===== src/rtl/uart_framer_pkg.sv =====
// Shared constants and types for the UART <-> AES block framer.
package uart_framer_pkg;

   localparam int          BLOCK_BYTES          = 16;
   localparam int          BLOCK_W              = 8 * BLOCK_BYTES;
   localparam logic [23:0] DEFAULT_BYTE_TIMEOUT = 24'd500000;

   typedef enum logic [2:0] {
      T_IDLE,
      T_WAIT_RDY,
      T_START,
      T_WAIT_LOW,
      T_WAIT_HIGH
   } tx_state_t;

endpackage


===== src/rtl/uart_block_serializer.sv =====
// TX half of the framer: takes one result block and feeds it MSB byte first
// into the UART transmitter, pacing each byte on the transmitter's ready line.
module uart_block_serializer
   import uart_framer_pkg::*;
#(
   parameter int NUM_BYTES = BLOCK_BYTES
) (
   input  logic                   clk_i,
   input  logic                   rst_ni,
   input  logic [8*NUM_BYTES-1:0] result_data_i,
   input  logic                   result_valid_i,
   output logic                   result_ready_o,
   input  logic                   tx_ready_i,
   output logic [7:0]             tx_data_o,
   output logic                   tx_start_o,
   output logic                   tx_busy_o
);

   localparam int BW = 8 * NUM_BYTES;
   localparam int CW = $clog2(NUM_BYTES);

   tx_state_t       state_q, state_d;
   logic [BW-1:0]   shift_q, shift_d;
   logic [CW-1:0]   cnt_q, cnt_d;
   logic [7:0]      data_q, data_d;
   logic [1:0]      guard_q, guard_d;

   // State and datapath registers
   always_ff @(posedge clk_i or negedge rst_ni) begin
      if (!rst_ni) begin
         state_q <= T_IDLE;
         shift_q <= '0;
         cnt_q   <= '0;
         data_q  <= '0;
         guard_q <= '0;
      end else begin
         state_q <= state_d;
         shift_q <= shift_d;
         cnt_q   <= cnt_d;
         data_q  <= data_d;
         guard_q <= guard_d;
      end
   end

   // Next-state and handshake outputs for the byte serialiser
   always_comb begin
      state_d        = state_q;
      shift_d        = shift_q;
      cnt_d          = cnt_q;
      data_d         = data_q;
      guard_d        = guard_q;
      result_ready_o = 1'b0;
      tx_start_o     = 1'b0;
      case (state_q)
         T_IDLE: begin
            result_ready_o = 1'b1;
            if (result_valid_i) begin
               shift_d = result_data_i;
               cnt_d   = '0;
               state_d = T_WAIT_RDY;
            end
         end
         T_WAIT_RDY: begin
            if (tx_ready_i) begin
               data_d  = shift_q[BW-1 -: 8];
               state_d = T_START;
            end
         end
         T_START: begin
            tx_start_o = 1'b1;
            guard_d    = '0;
            state_d    = T_WAIT_LOW;
         end
         T_WAIT_LOW: begin
            // A transmitter that never drops ready must not stall us forever;
            // after four cycles the byte is assumed taken.
            if (!tx_ready_i || guard_q == 2'd3) state_d = T_WAIT_HIGH;
            else                                guard_d = guard_q + 2'd1;
         end
         T_WAIT_HIGH: begin
            if (tx_ready_i) begin
               shift_d = {shift_q[BW-9:0], 8'h00};
               cnt_d   = cnt_q + 1'b1;
               state_d = (cnt_q == CW'(NUM_BYTES - 1)) ? T_IDLE : T_WAIT_RDY;
            end
         end
         default: state_d = T_IDLE;
      endcase
   end

   assign tx_data_o = data_q;
   assign tx_busy_o = (state_q != T_IDLE);

endmodule


===== src/rtl/uart_block_framer.sv =====
// Bridges the UART byte interface and the AES core: RX bytes are packed
// MSB-first into blocks with an inter-byte timeout, TX blocks are handed to
// the serialiser.
module uart_block_framer
   import uart_framer_pkg::*;
#(
   parameter int          NUM_BYTES    = BLOCK_BYTES,
   parameter logic [23:0] BYTE_TIMEOUT = DEFAULT_BYTE_TIMEOUT
) (
   input  logic                   uart_clock,
   input  logic                   uart_reset,
   input  logic [7:0]             uart_received_data,
   input  logic                   uart_rx_valid,
   input  logic                   uart_tx_ready,
   output logic [7:0]             uart_transmit_data,
   output logic                   uart_tx_start,
   output logic [8*NUM_BYTES-1:0] block_data,
   output logic                   block_valid,
   input  logic                   block_ready,
   input  logic [8*NUM_BYTES-1:0] result_data,
   input  logic                   result_valid,
   output logic                   result_ready,
   output logic                   rx_overrun,
   output logic                   tx_busy
);

   localparam int BW = 8 * NUM_BYTES;
   localparam int CW = $clog2(NUM_BYTES);

   logic          rx_valid_q;
   logic [BW-1:0] rx_shift_q, rx_shift_d;
   logic [CW-1:0] rx_cnt_q, rx_cnt_d, rx_base;
   logic [23:0]   idle_q, idle_d;
   logic [BW-1:0] blk_data_q, blk_data_d;
   logic          blk_valid_q, blk_valid_d;
   logic          overrun_q, overrun_d;
   logic          rx_take, timeout_fire, blk_done;

   // RX and output-register state
   always_ff @(posedge uart_clock or negedge uart_reset) begin
      if (!uart_reset) begin
         rx_valid_q  <= 1'b0;
         rx_shift_q  <= '0;
         rx_cnt_q    <= '0;
         idle_q      <= '0;
         blk_data_q  <= '0;
         blk_valid_q <= 1'b0;
         overrun_q   <= 1'b0;
      end else begin
         rx_valid_q  <= uart_rx_valid;
         rx_shift_q  <= rx_shift_d;
         rx_cnt_q    <= rx_cnt_d;
         idle_q      <= idle_d;
         blk_data_q  <= blk_data_d;
         blk_valid_q <= blk_valid_d;
         overrun_q   <= overrun_d;
      end
   end

   // Byte capture on rx_valid rising edge, assembly, and inter-byte timeout
   always_comb begin
      rx_take      = uart_rx_valid & ~rx_valid_q;
      timeout_fire = (BYTE_TIMEOUT != 24'd0) && (rx_cnt_q != '0) && (idle_q == BYTE_TIMEOUT);
      // A timeout restarts the block; a byte landing on the same cycle is byte 0.
      rx_base      = timeout_fire ? '0 : rx_cnt_q;
      rx_shift_d   = rx_shift_q;
      rx_cnt_d     = rx_base;
      blk_done     = 1'b0;
      if (rx_take) begin
         rx_shift_d = {rx_shift_q[BW-9:0], uart_received_data};
         if (rx_base == CW'(NUM_BYTES - 1)) begin
            rx_cnt_d = '0;
            blk_done = 1'b1;
         end else begin
            rx_cnt_d = rx_base + 1'b1;
         end
      end
      if (rx_take || timeout_fire || BYTE_TIMEOUT == 24'd0 || rx_cnt_q == '0) idle_d = '0;
      else                                                                    idle_d = idle_q + 24'd1;
   end

   // Block output register: hold until accepted, drop and flag on overrun
   always_comb begin
      blk_data_d  = blk_data_q;
      blk_valid_d = blk_valid_q;
      overrun_d   = overrun_q;
      if (blk_done) begin
         if (blk_valid_q && !block_ready) begin
            overrun_d = 1'b1;
         end else begin
            blk_data_d  = rx_shift_d;
            blk_valid_d = 1'b1;
         end
      end else if (blk_valid_q && block_ready) begin
         blk_valid_d = 1'b0;
      end
   end

   assign block_data  = blk_data_q;
   assign block_valid = blk_valid_q;
   assign rx_overrun  = overrun_q;

   uart_block_serializer #(
      .NUM_BYTES (NUM_BYTES)
   ) u_ser (
      .clk_i          (uart_clock),
      .rst_ni         (uart_reset),
      .result_data_i  (result_data),
      .result_valid_i (result_valid),
      .result_ready_o (result_ready),
      .tx_ready_i     (uart_tx_ready),
      .tx_data_o      (uart_transmit_data),
      .tx_start_o     (uart_tx_start),
      .tx_busy_o      (tx_busy)
   );

endmodule


===== config.mk =====
export PLATFORM = sky130hd
export DESIGN_NAME = uart_block_framer
export DESIGN_NICKNAME = d
export VERILOG_FILES = /design/src/rtl/uart_framer_pkg.sv /design/src/rtl/uart_block_serializer.sv /design/src/rtl/uart_block_framer.sv
export SDC_FILE = /design/constraint.sdc
export NUM_CORES = 1
export LEC_CHECK = 0
export CORE_AREA = 2 2 230 232
export DETAILED_ROUTE_END_ITERATION = 8
export DIE_AREA = 0 0 232 234
export HOLD_SLACK_MARGIN = 0.12
export PLACE_DENSITY = 0.56
export SYNTH_ARGS = -nofsm -noshare
export SYNTH_HDL_FRONTEND = slang
export SYNTH_SLANG_ARGS = --single-unit

===== constraint.sdc =====
create_clock -name uart_clock -period 7.3 [get_ports uart_clock]
set_clock_uncertainty 0.05 [all_clocks]
set_input_delay 2.19 -clock uart_clock [delete_from_list [all_inputs] [get_ports uart_clock]]
set_output_delay 2.19 -clock uart_clock [all_outputs]
set_load 0.005 [all_outputs]

==> impl_results.rst, run 1 <==
.. list-table::
   :header-rows: 1

   * - Metric
     - Value
   * - Fraction of synthesized cell area taken by the top area cell type
     - between 60% and 70%
   * - Final worst-path cycle share
     - between 60% and 70%
   * - Clock share of power
     - approximately 28%
   * - Buffer levels on the longest clock path
     - 3
   * - Internal Pwr Total
     - approximately 0.006 W
   * - Leakage dissipation
     - approximately 10 nW
   * - Post-Route Setup TNS
     - 0 ps
   * - I/O pins
     - approximately 280
   * - Number of hold violations in the final report
     - 0
   * - Post-synthesis cell type count
     - 40
   * - Fraction of power consumed by sequential logic
     - a little under half
   * - Hold buffers post-CTS
     - 0
   * - Path depth of the worst reg2reg path
     - 9
   * - Final wirelength
     - between 40000 and 50000 um
   * - Routed length per placed instance
     - approximately 19 um
   * - Site Rows
     - 84
   * - Crit path capture type
     - flop
   * - Final weighted congestion of routability-driven global placement
     - 0.7758
   * - Aggregate global routing overflow
     - 0
   * - Worst Hold Depth
     - 2
   * - Type of the most critical hold path
     - reg2reg
   * - Placeable core region
     - about 52000 sq um
   * - Synthesized netlist net count
     - approximately 1500
   * - Die height
     - approximately 230 um
   * - Crit-path max cell delay
     - about 810 ps
   * - Share of final-layout standard cells stronger than drive strength 1
     - between 20% and 30%
   * - Pwr Density
     - about 370 nW/um^2
   * - Critical path type
     - in2reg
   * - Async set-or-reset flop fraction in the synthesized netlist
     - 100.0%
   * - Most repeated cell in the gate-level netlist after synthesis
     - dfrtp_1
   * - Effective utilization at floorplan
     - approximately 35%
   * - Synthesized instance count
     - 1308
   * - Crit. path cell count
     - 6
   * - Number of synthesized register bits
     - 432
   * - HPWL after detailed placement
     - 28280 um
   * - Sequential fraction of the synthesis area
     - approximately 60%
   * - Relative slew slack
     - a little under a quarter
   * - Global-route wire length before repair
     - between 60000 and 70000 um
   * - Share of total power consumed by net switching
     - a little under 30%
   * - Buffers added on ports
     - approximately 280
   * - Die Wd
     - approximately 230 um
   * - Antenna violations before repair
     - 4
   * - Total GRT Usage
     - ~16%
   * - Instance area at placement
     - between 20000 and 25000 sq um
   * - Post-layout utilization of the core
     - around 44%
   * - Final Critical Period
     - 4824 ps
   * - Clock Sink Count
     - approximately 430
   * - Slew @ Worst Pin
     - about 1200 ps
   * - Via count
     - around 11000
   * - Clock tree root buffer cell
     - clkbuf_16
   * - Post_cts resized
     - 0
   * - Area of the die
     - 54290 sq um
   * - H-tree lvl count
     - 2
   * - Layout Cell Area excl Fill
     - around 23000 sq um
   * - Layout fillers
     - ~4700
   * - Slowest stage cell on the critical path
     - buf_4
   * - Setup repair after global routing missed its margin
     - false
   * - Leading area contributor after synthesis
     - dfrtp_1
   * - Number of max-cap violations
     - 0
   * - Final number of setup-violating endpoints
     - 0
   * - Initial DRC Count
     - 600
   * - Yosys Warn Count
     - 0
   * - Count of buffering cells on the critical path with inverters included
     - 3
   * - Required arrival time at the worst endpoint
     - 7710 ps
   * - Mean instance size in the synthesized netlist
     - around 14 sq um
   * - Count of buffers added by post-CTS timing repair for setup
     - 0
   * - Crit-path most repeated cell
     - buf_4
   * - Arrival @ worst endpoint
     - around 5200 ps
   * - Number of flops mapped to enable cells by yosys
     - 0
   * - CTS tree
     - done
   * - Final slew viol count
     - 0
   * - Crit path max-delay family
     - buffers and inverters
   * - Most instantiated flip-flop cell in the synthesis netlist
     - dfrtp_1
   * - Number of buffers created by CTS
     - between 40 and 50
   * - Top cells by area, synth
     - dfrtp_1 (60%), mux2_4 (10%), mux2_2 (8.8%)
   * - Average vias per placed instance
     - around 4.7
   * - Reg clk slew, reported paths
     - about 60 ps
   * - Number of detailed-routing iterations run before antenna repair
     - 4
   * - Kind of start point of the critical path
     - primary input
   * - Clock latency of the later-clocked register in the worst-skew pair
     - about 600 ps
   * - Combinational cell fraction of total power
     - 26.1%
   * - Count of nets after finishing
     - roughly 1700
   * - Antenna-violating nets left
     - 0
   * - Multi-input logic area
     - 6754 sq um
   * - FF+latch area
     - between 10000 and 15000 sq um
   * - Most common library cells after synthesis
     - dfrtp_1 (432), mux2_2 (141), nand2_1 (139), mux2_4 (120), mux2i_1 (120)
   * - Number of global-route vias before repair
     - ~12000
   * - Largest driver fanout on the critical path
     - 69
   * - Layout-stage area growth over the synthesis result
     - 27.87%
   * - Netlist area before placement
     - roughly 18000 sq um
   * - Detailed-route DRC error count
     - 0
   * - Power dissipated by switching net loads
     - 0.002461 W
   * - Maximum number of pins on one net before global-route repair
     - approximately 240
   * - Max IR drop VDD
     - about 210 uV
   * - Outcome
     - finished, final reports clean
   * - Maximum operating frequency
     - 0.2073 GHz
   * - Cell breakdown of the critical path
     - clkdlybuf4s50_1, nor2b_4, buf_4, buf_4, mux2_2, mux2_1
==> registers in the layout, summed over array words and instances (netlist names) <==
signal           count
rx_shift_q         128
idle_q              24
u_ser.cnt_q          4
rx_valid_q           1
rx_overrun           1
u_ser.tx_data_o      8
block_valid          1
rx_cnt_q             4
block_data         128
u_ser.guard_q        2
u_ser.state_q        3
u_ser.shift_q      128
==> kinds of logic after synthesis <==
family	share of synthesized area (%)
XOR/XNOR	1.169
multiplexers	26.03
AND/OR/NAND/NOR	5.469
AO/OA/AOI/OAI	4.432
flip-flops	60.11
buffers and inverters	2.442
adder cells (fa/ha/maj)	0.3479
==> worst register-to-register path, stage by stage (launching register included) <==
cell,delay [ps]
dfrtp_1,410
nor4_1,380
or4_1,310
and2_1,200
ha_1,240
and2_1,310
nand4_1,190
nor2b_4,890
buf_4,530
mux2_4,350
==> power groups by stage <==
stage / Clock (W) / Sequential, W / Combinational, W
finish: 0.00240 / 0.00386 / 0.00221
global route: 0.00258 / 0.00399 / 0.00247
CTS: 0.00248 / 0.00388 / 0.00226
detailed placement: 0 / 0.00390 / 0.00225
global placement: 0 / 0.00390 / 0.00219
floorplan: 0 / 0.00369 / 0.00137
==> final cells by class <==
type | instances | area share [%]
clock buffer | 73 | 5.936
sequential | 432 | 47.01
multi-input combinational | 790 | 29.37
clock inverter | 12 | 0.8652
inverter | 6 | 0.09794
timing repair buffer | 294 | 12.96
tap | 688 | 3.744
antenna | 1 | 0.01088
==> final timing paths <==
check | startpoint | endpoint | slack, ps
max in group asynchronous | uart_reset | rx_shift_q[81] | 4260
setup / recovery | uart_rx_valid | block_data[2] | 2480
hold / removal | u_ser.shift_q[96] | u_ser.shift_q[96] | 430
setup reg to reg | rx_cnt_q[1] | block_data[46] | 3320
hold reg to reg | u_ser.shift_q[96] | u_ser.shift_q[96] | 430
min in group asynchronous | uart_reset | u_ser.shift_q[92] | 1530
==> layer usage <==
layer | wire length, um | GRT usage, % | part of all wire, %
met3 | 2593 | 4.353 | 6.0
met5 | 53 | 0 | 0.12
met2 | 19480 | 25.18 | 45
met1 | 20090 | 22.22 | 47
met4 | 753 | 4.006 | 1.8
==> metrics by stage <==
step,worst slack [ps],hold slack (ps),std cells,power (W)
after floorplan,3339,394.4,1308,0.005061
after global placement,1948,412.4,2210,0.006083
after detailed placement,1934,420.9,2210,0.006150
after CTS,2549,433.8,2295,0.008612
after global routing,2357,443.4,2295,0.009040
final,2476,427.4,2296,0.008474
==> layout by cell type (no fill, tap or decap), drive strengths merged, types with 2 or more instances in the layout <==
master | synthesis | layout
nand4 | 11 | 11
inv | 6 | 6
o22ai | 2 | 2
xnor2 | 13 | 13
and2 | 5 | 5
and3 | 2 | 2
mux2 | 269 | 269
nor3 | 3 | 3
nand3 | 10 | 10
nand2 | 139 | 139
bufinv | 0 | 3
xor2 | 11 | 11
dfrtp | 432 | 432
or3 | 2 | 2
a22o | 12 | 12
nor4b | 2 | 2
nor2 | 36 | 36
clkinv | 0 | 8
o21ai | 125 | 125
buf | 26 | 13
ha | 5 | 5
a21oi | 4 | 4
clkbuf | 54 | 73
nand2b | 2 | 2
nor4bb | 2 | 2
mux2i | 120 | 120
nor4 | 5 | 5
clkdlybuf4s50 | 0 | 281
nor2b | 2 | 2
No activity file was read; power rests on OpenSTA's default activity.
==> run 2: changes to the inputs <==
PLACE_DENSITY = 0.58   (was 0.56)
clock period = 4 ns   (was 7.3 ns; I/O delays follow)
==> run 2 against run 1 <==
  * Sequential cell count unchanged
  * Sequential share of layout area decreased by 0.059 points
  * First-iteration DRC count increased by 6.2%
  * Worst hold slack worse by 0.83 ps
  * Combinational power up 82%
  * Critical path type is now reg2reg
  * Critical endpoint is now block_data[6]
  * Largest cell class unchanged
  * Highest routed layer unchanged
==> impl_results.rst, run 2 (synthesis gave the netlist of run 1 again) <==
.. list-table::
   :header-rows: 1

   * - Metric
     - Value
   * - Outcome
     - finished, final reports clean
   * - H-tree lvl count
     - 2
   * - Antenna violations before repair
     - 5
   * - Relative slew slack
     - approximately 49%
   * - Met2 Routed Length
     - between 15000 and 20000 um
   * - Number of max-cap violations
     - 0
   * - Effective utilization at floorplan
     - 34.57%
   * - Critical path type
     - reg2reg
   * - Maximum operating frequency
     - between 0.2 and 0.3 GHz
   * - Area of the die
     - 54290 sq um
   * - Initial DRC Count
     - between 600 and 700
   * - Count of nets after finishing
     - 1724
   * - Setup repair after global routing missed its margin
     - false
   * - I/O pins
     - 283
   * - CTS tree
     - done
   * - Global-route wire length before repair
     - roughly 66000 um
   * - Top Layer Used
     - met5
   * - Via count
     - between 10000 and 15000
   * - Site Rows
     - between 80 and 90
   * - Count of buffers added by post-CTS timing repair for setup
     - 0
   * - Final number of setup-violating endpoints
     - 0
   * - Buffer levels on the longest clock path
     - 3
   * - Antenna-violating nets left
     - 0
   * - Max IR drop VDD
     - 330.4 uV
   * - Met1 Wirelength
     - roughly 20000 um
   * - Total GRT Usage
     - ~15%
   * - Leading cell type in the layout, fill and taps excluded
     - dfrtp_1
   * - Met3 wirelength from detailed routing
     - 2487 um
   * - Top library cells by usage in the layout, fill and taps aside
     - dfrtp_1 (432), clkdlybuf4s50_1 (281), mux2_2 (141)
   * - Placeable core region
     - 52020 sq um
   * - Detailed-route DRC error count
     - 0
   * - Clock tree root buffer cell
     - clkbuf_16
   * - Clock Sink Count
     - 432
   * - Buffers added on ports
     - ~280
   * - Reg clk slew, reported paths
     - roughly 60 ps
   * - Required arrival time at the worst endpoint
     - ~4400 ps
   * - Final Critical Period
     - about 3500 ps
   * - Hold buffers post-CTS
     - 0
   * - Number of buffers created by CTS
     - 47
   * - Final weighted congestion of routability-driven global placement
     - about 0.76
   * - Number of hold violations in the final report
     - 0
   * - Final worst-path cycle share
     - roughly 87%
   * - Clock latency of the later-clocked register in the worst-skew pair
     - 580 ps
   * - Average vias per placed instance
     - between 4 and 5
   * - Final slew viol count
     - 0
   * - Leakage dissipation
     - 9.975 nW
   * - Post_cts resized
     - 0
   * - Share of final-layout standard cells stronger than drive strength 1
     - between 20% and 30%
   * - Pwr Density
     - around 660 nW/um^2
   * - Number of global-route vias before repair
     - 11248
   * - Total Power
     - about 0.015 W
   * - HPWL after detailed placement
     - about 28000 um
   * - Die Wd
     - 232 um
   * - Final wirelength
     - between 40000 and 50000 um
   * - Number of detailed-routing iterations run before antenna repair
     - 4
   * - Slew @ Worst Pin
     - around 750 ps
   * - Routed length per placed instance
     - roughly 18 um
   * - Layout-stage area growth over the synthesis result
     - 28.02%
   * - Maximum number of pins on one net before global-route repair
     - 134
   * - Post-Route Setup TNS
     - 0 ps
   * - Kind of start point of the critical path
     - flop
   * - Arrival @ worst endpoint
     - 3890 ps
   * - Die height
     - approximately 230 um
   * - Aggregate global routing overflow
     - 0
   * - Type of the most critical hold path
     - reg2reg
   * - Largest driver fanout on the critical path
     - 92
   * - Crit path capture type
     - flop
[run 2: where the power goes]
| part | internal [W] | switching [W] | total [W] |
|---|---|---|---|
| combinational | 0.00242 | 0.00160 | 0.00402 |
| sequential | 0.00601 | 0.00106 | 0.00707 |
| clock | 0.00243 | 0.00178 | 0.00421 |
[run 2: layer usage]
layer	global-route usage (%)	up-vias
li1	-	5106
met1	21.53	5426
met2	23.78	226
met3	4.402	53
met4	3.846	4
met5	0	-
[run 2: through the flow]
step / utilization, % / setup WS, ps / instances / hold slack, ps / instance area (sq um)
final: 44.25 / 515.4 / 2300 / 426.5 / 23020
after global routing: 44.24 / 350.6 / 2297 / 447.2 / 23020
after CTS: 44.24 / 511.5 / 2296 / 430.3 / 23010
after detailed placement: 41.35 / 398.6 / 2216 / 417.1 / 21510
after global placement: 41.35 / 423.5 / 2216 / 413.0 / 21510
after floorplan: - / 907.9 / 1308 / 394.4 / 17980
[run 2: layout make-up]
cell class / count / area (sq um)
fill: 4770 / 29000
sequential: 432 / 10810
multi-input combinational: 790 / 6754
timing repair buffer: 300 / 3063
clock buffer: 72 / 1370
tap: 688 / 860.8
clock inverter: 8 / 132.6
inverter: 6 / 22.52
antenna: 4 / 10.01
[run 2: worst paths after layout]
kind / startpoint / cells past startpoint / endpoint / slack (ps)
worst max-delay path: idle_q[0] / 11 / block_data[6] / 520
worst min-delay path: u_ser.shift_q[8] / 2 / u_ser.shift_q[8] / 430
worst max register to register: idle_q[0] / 11 / block_data[6] / 520
worst min register to register: u_ser.shift_q[8] / 2 / u_ser.shift_q[8] / 430
max in group asynchronous: uart_reset / 2 / u_ser.shift_q[93] / 2440
min in group asynchronous: uart_reset / 1 / u_ser.shift_q[89] / 510
[run 2: worst max-delay path, stage by stage (launching register included)]
cell and delay, ps:
dfrtp_1 430, inv_1 80, ha_1 130, or4b_1 410
or4_1 660, and2_1 250, ha_1 190, and2_1 170
nand4_1 150, nor2b_4 60, buf_12 280, mux2_1 420
==> run 3: changes to the inputs <==
CAP_MARGIN = 10   (was default)
==> results of run 3 <==
Same layout as run 2: the final DEF is identical, and so are final timing and power.
